`config.mk`:
```
export PLATFORM = sky130hd
export DESIGN_NAME = hdd_request_ctrl
export DESIGN_NICKNAME = d
export VERILOG_FILES = /design/src/rtl/hdd_request_ctrl.sv
export SDC_FILE = /design/constraint.sdc
export NUM_CORES = 1
export LEC_CHECK = 0
export BUFFER_PORTS_ARGS = -buffer_cell sky130_fd_sc_hd__buf_2
export CAP_MARGIN = 20
export CORE_MARGIN = 2
export CORE_UTILIZATION = 50
export DETAILED_ROUTE_END_ITERATION = 12
export PLACE_DENSITY = 0.92
export SYNTH_ARGS = -nofsm -noshare
export SYNTH_HDL_FRONTEND = slang
export SYNTH_SLANG_ARGS = --single-unit
export TNS_END_PERCENT = 5
```
`constraint.sdc`:
```
create_clock -name clk_sys -period 4.5 [get_ports clk_sys]
set_input_delay 0.45 -clock clk_sys [delete_from_list [all_inputs] [get_ports clk_sys]]
set_output_delay 0.45 -clock clk_sys [all_outputs]
set_load 0.01 [all_outputs]
```
`src/rtl/hdd_request_ctrl.sv`:
```
// hdd_request_ctrl: multi-unit block request controller bridging core sector
// requests onto host SD lanes with round-robin arbitration, mount/protect
// checking and an optional ack timeout.
module hdd_request_ctrl #(
  parameter int unsigned UNITS    = 2,
  parameter int unsigned SECTOR_W = 16,
  parameter int unsigned LBA_W    = 32,
  parameter int unsigned TIMEOUT  = 0
) (
  input  logic                      clk_sys,
  input  logic                      reset,
  input  logic [UNITS*SECTOR_W-1:0] req_sector,
  input  logic [UNITS-1:0]          req_read,
  input  logic [UNITS-1:0]          req_write,
  output logic [UNITS-1:0]          cpu_wait,
  output logic [UNITS-1:0]          done,
  output logic [UNITS-1:0]          err,
  input  logic [UNITS-1:0]          img_mounted,
  input  logic                      img_readonly,
  input  logic [63:0]               img_size,
  output logic [UNITS-1:0]          mounted,
  output logic [UNITS-1:0]          protect,
  output logic [UNITS*LBA_W-1:0]    sd_lba,
  output logic [UNITS-1:0]          sd_rd,
  output logic [UNITS-1:0]          sd_wr,
  input  logic [UNITS-1:0]          sd_ack
);

  localparam int unsigned IDX_W = (UNITS > 1) ? $clog2(UNITS) : 1;
  localparam int unsigned CNT_W = (TIMEOUT > 0) ? $clog2(TIMEOUT + 1) : 1;

  typedef enum logic [1:0] {
    ST_IDLE,
    ST_REQ,
    ST_XFER
  } state_t;

  state_t               state_q, state_n;
  logic [IDX_W-1:0]     g_q, g_n;
  logic [IDX_W-1:0]     ptr_q, ptr_n;
  logic [CNT_W-1:0]     cnt_q, cnt_n;
  logic [UNITS-1:0]     rd_pend, wr_pend;
  logic [UNITS-1:0]     rd_clr, wr_clr;
  logic [UNITS-1:0]     ack_q;
  logic [UNITS-1:0]     active;
  logic [UNITS-1:0]     sd_rd_n, sd_wr_n, done_n, err_n;
  logic [SECTOR_W-1:0]  sector_q [UNITS];
  logic [LBA_W-1:0]     lba_q [UNITS];
  logic [LBA_W-1:0]     lba_n [UNITS];
  logic                 scan_hit;
  logic [IDX_W-1:0]     scan_sel;
  logic [IDX_W-1:0]     cand;
  logic [IDX_W-1:0]     sel_next;
  logic [CNT_W-1:0]     cnt_inc;

  // Unit currently owning the arbiter (granted and not yet back in IDLE).
  always_comb begin
    active = '0;
    for (int u = 0; u < int'(UNITS); u++) begin
      active[u] = (state_q != ST_IDLE) && (g_q == IDX_W'(u));
    end
  end

  // Round-robin scan: first unit with a pending bit, starting at the pointer.
  always_comb begin
    scan_hit = 1'b0;
    scan_sel = '0;
    cand     = '0;
    for (int i = 0; i < int'(UNITS); i++) begin
      cand = IDX_W'((32'(ptr_q) + 32'(i)) % UNITS);
      if (!scan_hit && (rd_pend[cand] || wr_pend[cand])) begin
        scan_hit = 1'b1;
        scan_sel = cand;
      end
    end
    sel_next = (scan_sel == IDX_W'(UNITS - 1)) ? '0 : scan_sel + IDX_W'(1);
  end

  // Arbiter next-state, grant/reject decisions and registered-output next values.
  always_comb begin
    state_n = state_q;
    g_n     = g_q;
    ptr_n   = ptr_q;
    cnt_n   = cnt_q;
    rd_clr  = '0;
    wr_clr  = '0;
    sd_rd_n = sd_rd;
    sd_wr_n = sd_wr;
    done_n  = '0;
    err_n   = '0;
    cnt_inc = cnt_q + CNT_W'(1);
    for (int u = 0; u < int'(UNITS); u++) begin
      lba_n[u] = lba_q[u];
    end

    case (state_q)
      ST_IDLE: begin
        if (scan_hit) begin
          ptr_n = sel_next;
          if (!mounted[scan_sel]) begin
            // No image: drop everything pending for this unit.
            rd_clr[scan_sel] = 1'b1;
            wr_clr[scan_sel] = 1'b1;
            err_n[scan_sel]  = 1'b1;
          end else if (rd_pend[scan_sel]) begin
            // Read wins; a write pending alongside waits for a later turn.
            rd_clr[scan_sel]  = 1'b1;
            sd_rd_n[scan_sel] = 1'b1;
            lba_n[scan_sel]   = LBA_W'(sector_q[scan_sel]);
            g_n               = scan_sel;
            cnt_n             = '0;
            state_n           = ST_REQ;
          end else if (protect[scan_sel]) begin
            wr_clr[scan_sel] = 1'b1;
            err_n[scan_sel]  = 1'b1;
          end else begin
            wr_clr[scan_sel]  = 1'b1;
            sd_wr_n[scan_sel] = 1'b1;
            lba_n[scan_sel]   = LBA_W'(sector_q[scan_sel]);
            g_n               = scan_sel;
            cnt_n             = '0;
            state_n           = ST_REQ;
          end
        end
      end

      ST_REQ: begin
        if (sd_ack[g_q] && !ack_q[g_q]) begin
          sd_rd_n[g_q] = 1'b0;
          sd_wr_n[g_q] = 1'b0;
          state_n      = ST_XFER;
        end else if ((TIMEOUT != 0) && (cnt_inc == CNT_W'(TIMEOUT))) begin
          sd_rd_n[g_q] = 1'b0;
          sd_wr_n[g_q] = 1'b0;
          err_n[g_q]   = 1'b1;
          state_n      = ST_IDLE;
        end else begin
          cnt_n = cnt_inc;
        end
      end

      ST_XFER: begin
        if (!sd_ack[g_q] && ack_q[g_q]) begin
          done_n[g_q] = 1'b1;
          state_n     = ST_IDLE;
        end
      end

      default: begin
        state_n = ST_IDLE;
      end
    endcase
  end

  // Arbiter state, host request lines and status pulses.
  always_ff @(posedge clk_sys) begin
    if (reset) begin
      state_q  <= ST_IDLE;
      g_q      <= '0;
      ptr_q    <= '0;
      cnt_q    <= '0;
      ack_q    <= '0;
      sd_rd    <= '0;
      sd_wr    <= '0;
      done     <= '0;
      err      <= '0;
      cpu_wait <= '0;
    end else begin
      state_q  <= state_n;
      g_q      <= g_n;
      ptr_q    <= ptr_n;
      cnt_q    <= cnt_n;
      ack_q    <= sd_ack;
      sd_rd    <= sd_rd_n;
      sd_wr    <= sd_wr_n;
      done     <= done_n;
      err      <= err_n;
      cpu_wait <= rd_pend | wr_pend | active;
    end
  end

  // Pending latches: new requests OR in, arbiter clears what it consumes.
  always_ff @(posedge clk_sys) begin
    if (reset) begin
      rd_pend <= '0;
      wr_pend <= '0;
    end else begin
      rd_pend <= (rd_pend & ~rd_clr) | req_read;
      wr_pend <= (wr_pend & ~wr_clr) | req_write;
    end
  end

  // Mount status survives reset; power-up value comes from register init.
  always_ff @(posedge clk_sys) begin
    for (int u = 0; u < int'(UNITS); u++) begin
      if (img_mounted[u]) begin
        mounted[u] <= (img_size != 64'd0);
        protect[u] <= img_readonly;
      end
    end
  end

  for (genvar u = 0; u < int'(UNITS); u++) begin : g_lane
    // Sector latch; frozen while this unit owns the host channel.
    always_ff @(posedge clk_sys) begin
      if (reset) begin
        sector_q[u] <= '0;
      end else if ((req_read[u] || req_write[u]) && !active[u]) begin
        sector_q[u] <= req_sector[u*SECTOR_W +: SECTOR_W];
      end
    end

    // Host LBA lane register.
    always_ff @(posedge clk_sys) begin
      if (reset) begin
        lba_q[u] <= '0;
      end else begin
        lba_q[u] <= lba_n[u];
      end
    end

    assign sd_lba[u*LBA_W +: LBA_W] = lba_q[u];
  end

endmodule

```
==> impl_results.md, run 1 <==
* Pwr per Cell Area at around 370 nW/um^2
* Clk_lat worst skew at 0.36 ns
* # diodes at 0
* Worst EP arrival at 2.40 ns
* Routed vias at about 3200
* DR iter-0 viols at about 110
* Synthesis warning total at 0
* Area of the die at 8460 sq um
* Setup violations, final at 0
* DRT Wirelength at about 9.2 mm
* CTS tree: built
* Worst r2r src: rd_pend[1]
* Status: finished, final reports clean
* Endpoint class of the critical path: register
* Row Count at 32
* Most frequent cells in the layout: 152 x buf_2, 74 x nand2_1, 52 x dfxtp_1
* First-pass GRT wire length at about 14 mm
* Placer Congestion at approximately 0.94
* P_leak at roughly 2.1 nW
* Final core occ at between 60% and 70%
* Biggest regs: lba_q: 32 flops, sector_q: 32 flops
* Max Fclk at between 400 and 500 MHz
* Worst-margin pin slew at just over 0.7 ns
* Die Ht at ~92 microns
* DR pass1 iterations at 4
* Pwr Total at roughly 1.8 mW
* Final Cycle Share at about 47%
* Remaining global-route overflow at 0
* Syn avg cell area at 10.3 sq um
* Synth Register Bits at slightly below 90
* Number of post-CTS setup repair buffers at 0
* Area grow syn2layout at 23.5%
* Min Clock Period, post-route at between 2 and 2.5 ns
* CP cell instances: or2_4 > a2111o_1 > a21oi_2 > buf_8 > mux2i_1
* Initial Util at 50.9%
* Worst reg2reg endpoint: lba_q[0][3]
* CP Class: reg2reg
* Worst setup path startpoint: rd_pend[1]
* DP HPWL at approximately 7 mm
* Worst setup path endpoint: lba_q[0][3]
* Post-synthesis instance area at approximately 3900 sq um
* Root Buffer Master: clkbuf_8
* ANT nets after route at 0
* Reg2reg setup slack at approximately 2.4 ns
* IO Pins at 185
* Post-CTS Hold Buffers at 0
* Most used DFF post-synth: dfxtp_1
* Post-Layout Cell Count at 630
* Distinct cells, synth at 47
* Synth top area cells: edfxtp_1 28%, dfxtp_1 27%, mux2i_1 8.3%, nand2_1 7.2%, buf_4 6.4%
* Post-DR vias/cell at a little over 5
* Worst Path Max Fanout at 11
* Commonest non-fill, non-tap cell in the layout: buf_2
* Synth top area share at 27.9%
* Routed WL per cell at roughly 15 microns
* Met2 wire len at 4.82 mm
* GRT Util Overall at a little over a fifth
* Hold crit path type: in2reg
* Core Box Area at roughly 7600 sq um
* TritonCTS buffer count at 9
* Design area at 4780 sq um
* H-tree depth at 3
* Slowest stage delay, CP at roughly 0.44 ns
* Die width at 92.0 microns
* Syn Inst Count at 375
* Setup tns final at 0 ns
* Relative slew slack at 51.8%
* RSZ-0062 raised after global routing: false
* Met1 WL at approximately 3.5 mm
* Dpl cell area at about 4600 sq um
* Vias in the first global route at 3018
* Yosys top cell by area: edfxtp_1
* Final net count at between 600 and 700
* DR top layer: met4
* Drt drc at 0
* IO buf count at 152
* Number of synthesized flops with an enable pin at 36
* Worst path slowest cell: a2111o_1
* CTS clk-pin slew, worst paths at approximately 0.1 ns
* Register area share after synthesis at ~55%
* Largest net degree at the start of global routing at 38
* Critical path startpoint category: register
* Reg2Reg Depth at 5
* Fin. max-slew vios at 0
* DR WL met3 at ~640 microns
* Final Hold Violating Endpoints at 0
* Max_cap viols at 0
* CTS max path bufs at 2
* Initial antenna violation count at 0
* Number of placed instances, taps included at around 600
* Cts repair resizes at 0
* WP data required at 4.79 ns
* Worst Skew at ~0.014 ns
* Fraction of layout cells with a size suffix above 1 at 33.7%
* CTS Sinks at between 80 and 90
* Peak supply drop at 0.145 mV
* Post-synth ARST share at 0%
-- layer usage --
metal	GRT usage (%)	vias to the layer above
li1	-	1531
met4	9.95	0
met5	0	-
met2	38.3	156
met1	24.5	1474
met3	3.78	15
-- power by group --
| part | internal, mW | switching [mW] |
|---|---|---|
| registers | 0.902 | 0.0379 |
| logic | 0.118 | 0.153 |
| clock network | 0.261 | 0.293 |
-- through the flow --
stage / hold slack (ns) / worst slack [ns]
after floorplan: 0.465 / 2.71
after global placement: 0.439 / 2.23
after detailed placement: 0.448 / 2.37
after CTS: 0.272 / 2.39
after global routing: 0.270 / 2.26
final: 0.285 / 2.39
-- kinds of logic after synthesis --
logic type / count (synthesis) / share of synthesized area (%)
AND/OR/NAND/NOR: 156 / 19.9
flip-flops: 88 / 54.9
other: 1 / 0.0969
AO/OA/AOI/OAI: 44 / 7.57
buffers and inverters: 54 / 9.28
multiplexers: 32 / 8.28
-- layout make-up --
type / count / area, sq um
Tap cell: 102 / 128
Clock buffer: 9 / 124
Fill cell: 631 / 2830
Sequential cell: 88 / 2120
Inverter: 5 / 18.8
Multi-Input combinational cell: 264 / 1510
Clock inverter: 7 / 80.1
Timing Repair Buffer: 155 / 798
-- how the worst min path moves through the flow --
stage,startpoint,endpoint,slack (ns),depth (start not counted)
after floorplan,wr_pend[1],wr_pend[1],0.47,2
after global placement,lba_q[1][2],lba_q[1][2],0.44,2
after detailed placement,lba_q[0][15],lba_q[0][15],0.45,2
after CTS,img_readonly,protect[1],0.27,1
after global routing,img_readonly,protect[1],0.27,1
final,img_readonly,protect[0],0.28,1
-- cell usage after synthesis, types with 2 or more instances --
cell / count
o2bb2ai_1: 2
nor2_1: 13
buf_6: 2
nor3_1: 2
inv_1: 4
nor2b_1: 2
nand4_1: 4
a21oi_1: 13
clkbuf_1: 12
edfxtp_1: 36
nand2_1: 74
mux2i_1: 32
nor4_1: 18
o21a_1: 4
o21ai_1: 2
and2_1: 33
a21boi_1: 2
buf_4: 33
o21ai_0: 7
a211o_1: 2
dfxtp_1: 52
-- worst max-delay path: cells and delay by family, from the launching register on --
family	cells	cell delay, ns
and+or+nand+nor	1	0.28
AOI/OAI and AO/OA	2	0.88
DFF	1	0.40
buffers and inverters	1	0.24
muxes	1	0.24
(Power assumes the default switching activity.)
==> run 2, diff against run 1 <==
--- a/config.mk
+++ b/config.mk
@@ -8,9 +8,9 @@
 export BUFFER_PORTS_ARGS = -buffer_cell sky130_fd_sc_hd__buf_2
 export CAP_MARGIN = 20
 export CORE_MARGIN = 2
-export CORE_UTILIZATION = 50
+export CORE_UTILIZATION = 46
 export DETAILED_ROUTE_END_ITERATION = 12
-export PLACE_DENSITY = 0.92
+export PLACE_DENSITY = 0.87
 export SYNTH_ARGS = -nofsm -noshare
 export SYNTH_HDL_FRONTEND = slang
 export SYNTH_SLANG_ARGS = --single-unit
==> constraint.sdc (replaced) <==
create_clock -name clk_sys -period 2 [get_ports clk_sys]
set_input_delay 0.2 -clock clk_sys [delete_from_list [all_inputs] [get_ports clk_sys]]
set_output_delay 0.2 -clock clk_sys [all_outputs]
set_load 0.01 [all_outputs]
==> run 2 against run 1 <==
Setup slack got worse by 2.1 ns. Clock skew fell by 0.0019 ns. Fmax rose by 21%. Cell area rose by 0.47%. Largest cell class unchanged. Global-route usage fell by 1.3 points.
==> impl_results.md, run 2 (synthesis results as in run 1) <==
* Status: finished, final reports clean
* Number of post-CTS setup repair buffers at 0
* Commonest non-fill, non-tap cell in the layout: buf_2
* Worst EP arrival at roughly 2 ns
* Die Ht at approximately 96 microns
* Post-Layout Cell Count at between 600 and 700
* IO buf count at around 150
* TritonCTS buffer count at 9
* CP Class: reg2reg
* DP HPWL at between 7 and 8 mm
* Final Hold Violating Endpoints at 0
* Met1 usage at between 20 and 25%
* Final net count at roughly 630
* Remaining global-route overflow at 0
* CTS tree: built
* Final Cycle Share at between 80% and 90%
* Drt drc at 0
* Area of the die at approximately 9200 sq um
* CTS Sinks at between 80 and 90
* Largest net degree at the start of global routing at 36
* Root Buffer Master: clkbuf_8
* Row Count at 33
* Relative slew slack at about 50%
* CTS max path bufs at 2
* Routed vias at about 3100
* Die width at between 90 and 100 microns
* Peak supply drop at 0.451 mV
* Setup violations, final at 0
* FILL cells at roughly 720
* Initial antenna violation count at 0
* Pwr per Cell Area at 810 nW/um^2
* Critical path startpoint category: register
* P_leak at between 2 and 2.5 nW
* Grt met2 use at a little under two fifths
* Fraction of layout cells with a size suffix above 1 at roughly a third
* Number of placed instances, taps included at between 600 and 700
* Worst Path Max Fanout at 18
* Final core occ at between 50 and 60%
* First-pass GRT wire length at roughly 14 mm
* Clk_lat worst skew at 0.35 ns
* DR iter-0 viols at around 180
* Slowest stage delay, CP at approximately 0.44 ns
* Hold crit path type: in2reg
* WP data required at 2.28 ns
* RSZ-0062 raised after global routing: false
* GRT Util Overall at between 20% and 30%
* Initial Util at 47.3%
* Post-DR vias/cell at 4.92
* H-tree depth at 3
* Area grow syn2layout at 24.1%
* Vias in the first global route at roughly 3100
* Routed WL per cell at ~15 microns
* IO Pins at ~190
* Max_cap viols at 0
* GRT Max-Usage Layer: met2
* Most frequent cells in the layout: 152 x buf_2, 74 x nand2_1, 52 x dfxtp_1
* Biggest regs: lba_q: 32 flops, sector_q: 32 flops
* CTS clk-pin slew, worst paths at about 0.090 ns
* Dpl cell area at 4610 sq um
* DR pass1 iterations at 4
* Max Fclk at ~580 MHz
* DRT Wirelength at just over 9 mm
* Design area at 4800 sq um
* Setup tns final at 0 ns
* Core Box Area at 8180 sq um
* # diodes at 0
* Met3 Resource Use GR at about 4.8%
* Placer Congestion at between 0.9 and 1
* Fin. max-slew vios at 0
* Worst path slowest cell: a2111o_1
* ANT nets after route at 0
* Worst-margin pin slew at between 0.7 and 0.8 ns
* CP cell instances: or2_4 > a2111o_1 > a21oi_2 > buf_12 > mux2i_1
* Min Clock Period, post-route at about 1.7 ns
* Worst Skew at roughly 0.012 ns
* Post-CTS Hold Buffers at 0
* Endpoint class of the critical path: register
* Cts repair resizes at 0
## run 2: cell count changes in the layout (fill, tap and decap cells not counted), sizes merged
cell	change
buf	+3
bufinv	-1
clkbuf	+2
clkinvlp	-3
inv	+2
## run 2: cell type report
| cell class | count | area, sq um | area share, % |
|---|---|---|---|
| Tap cell | 105 | 131 | 2.74 |
| Clock inverter | 5 | 37.5 | 0.782 |
| Multi-Input combinational cell | 264 | 1510 | 31.4 |
| Sequential cell | 88 | 2120 | 44.2 |
| Clock buffer | 11 | 153 | 3.18 |
| Timing Repair Buffer | 158 | 831 | 17.3 |
| Inverter | 5 | 18.8 | 0.391 |
## run 2: metal layers
layer / share of wire [%] / up-vias
li1: - / 1543
met5: 0 / -
met4: 1.8 / 0
met2: 54 / 136
met1: 36 / 1435
met3: 7.6 / 13
## run 2: worst paths after layout
kind                                   start           to  slack, ns  depth (start not counted)
worst max register to register    rd_pend[1]  lba_q[0][8]       0.26                          5
worst min-delay path            img_readonly   protect[0]       0.05                          1
worst max-delay path              rd_pend[1]  lba_q[0][8]       0.26                          5
worst min register to register   lba_q[0][0]  lba_q[0][0]       0.46                          2
## run 2: where the power goes
| part | switching [mW] | internal, mW |
|---|---|---|
| clock | 0.629 | 0.536 |
| sequential | 0.0823 | 2.03 |
| combinational | 0.341 | 0.275 |
| total | 1.05 | 2.84 |
## run 2: critical path, delay by kind of cell (launching register included)
family          cells  cell delay [ns]
buf+inv             1             0.19
simple gates        1             0.27
compound gates      2             0.61
flops               1             0.39
mux                 1             0.21
## run 2: stage by stage
stage | power, mW | hold slack [ns] | setup WS, ns
after detailed placement | 2.76 | 0.395 | 0.259
after floorplan | 2.56 | 0.299 | 0.334
after CTS | 3.91 | 0.0285 | 0.266
after global placement | 2.74 | 0.393 | 0.319
final | 3.89 | 0.0460 | 0.261
after global routing | 4.07 | 0.0271 | 0.0864
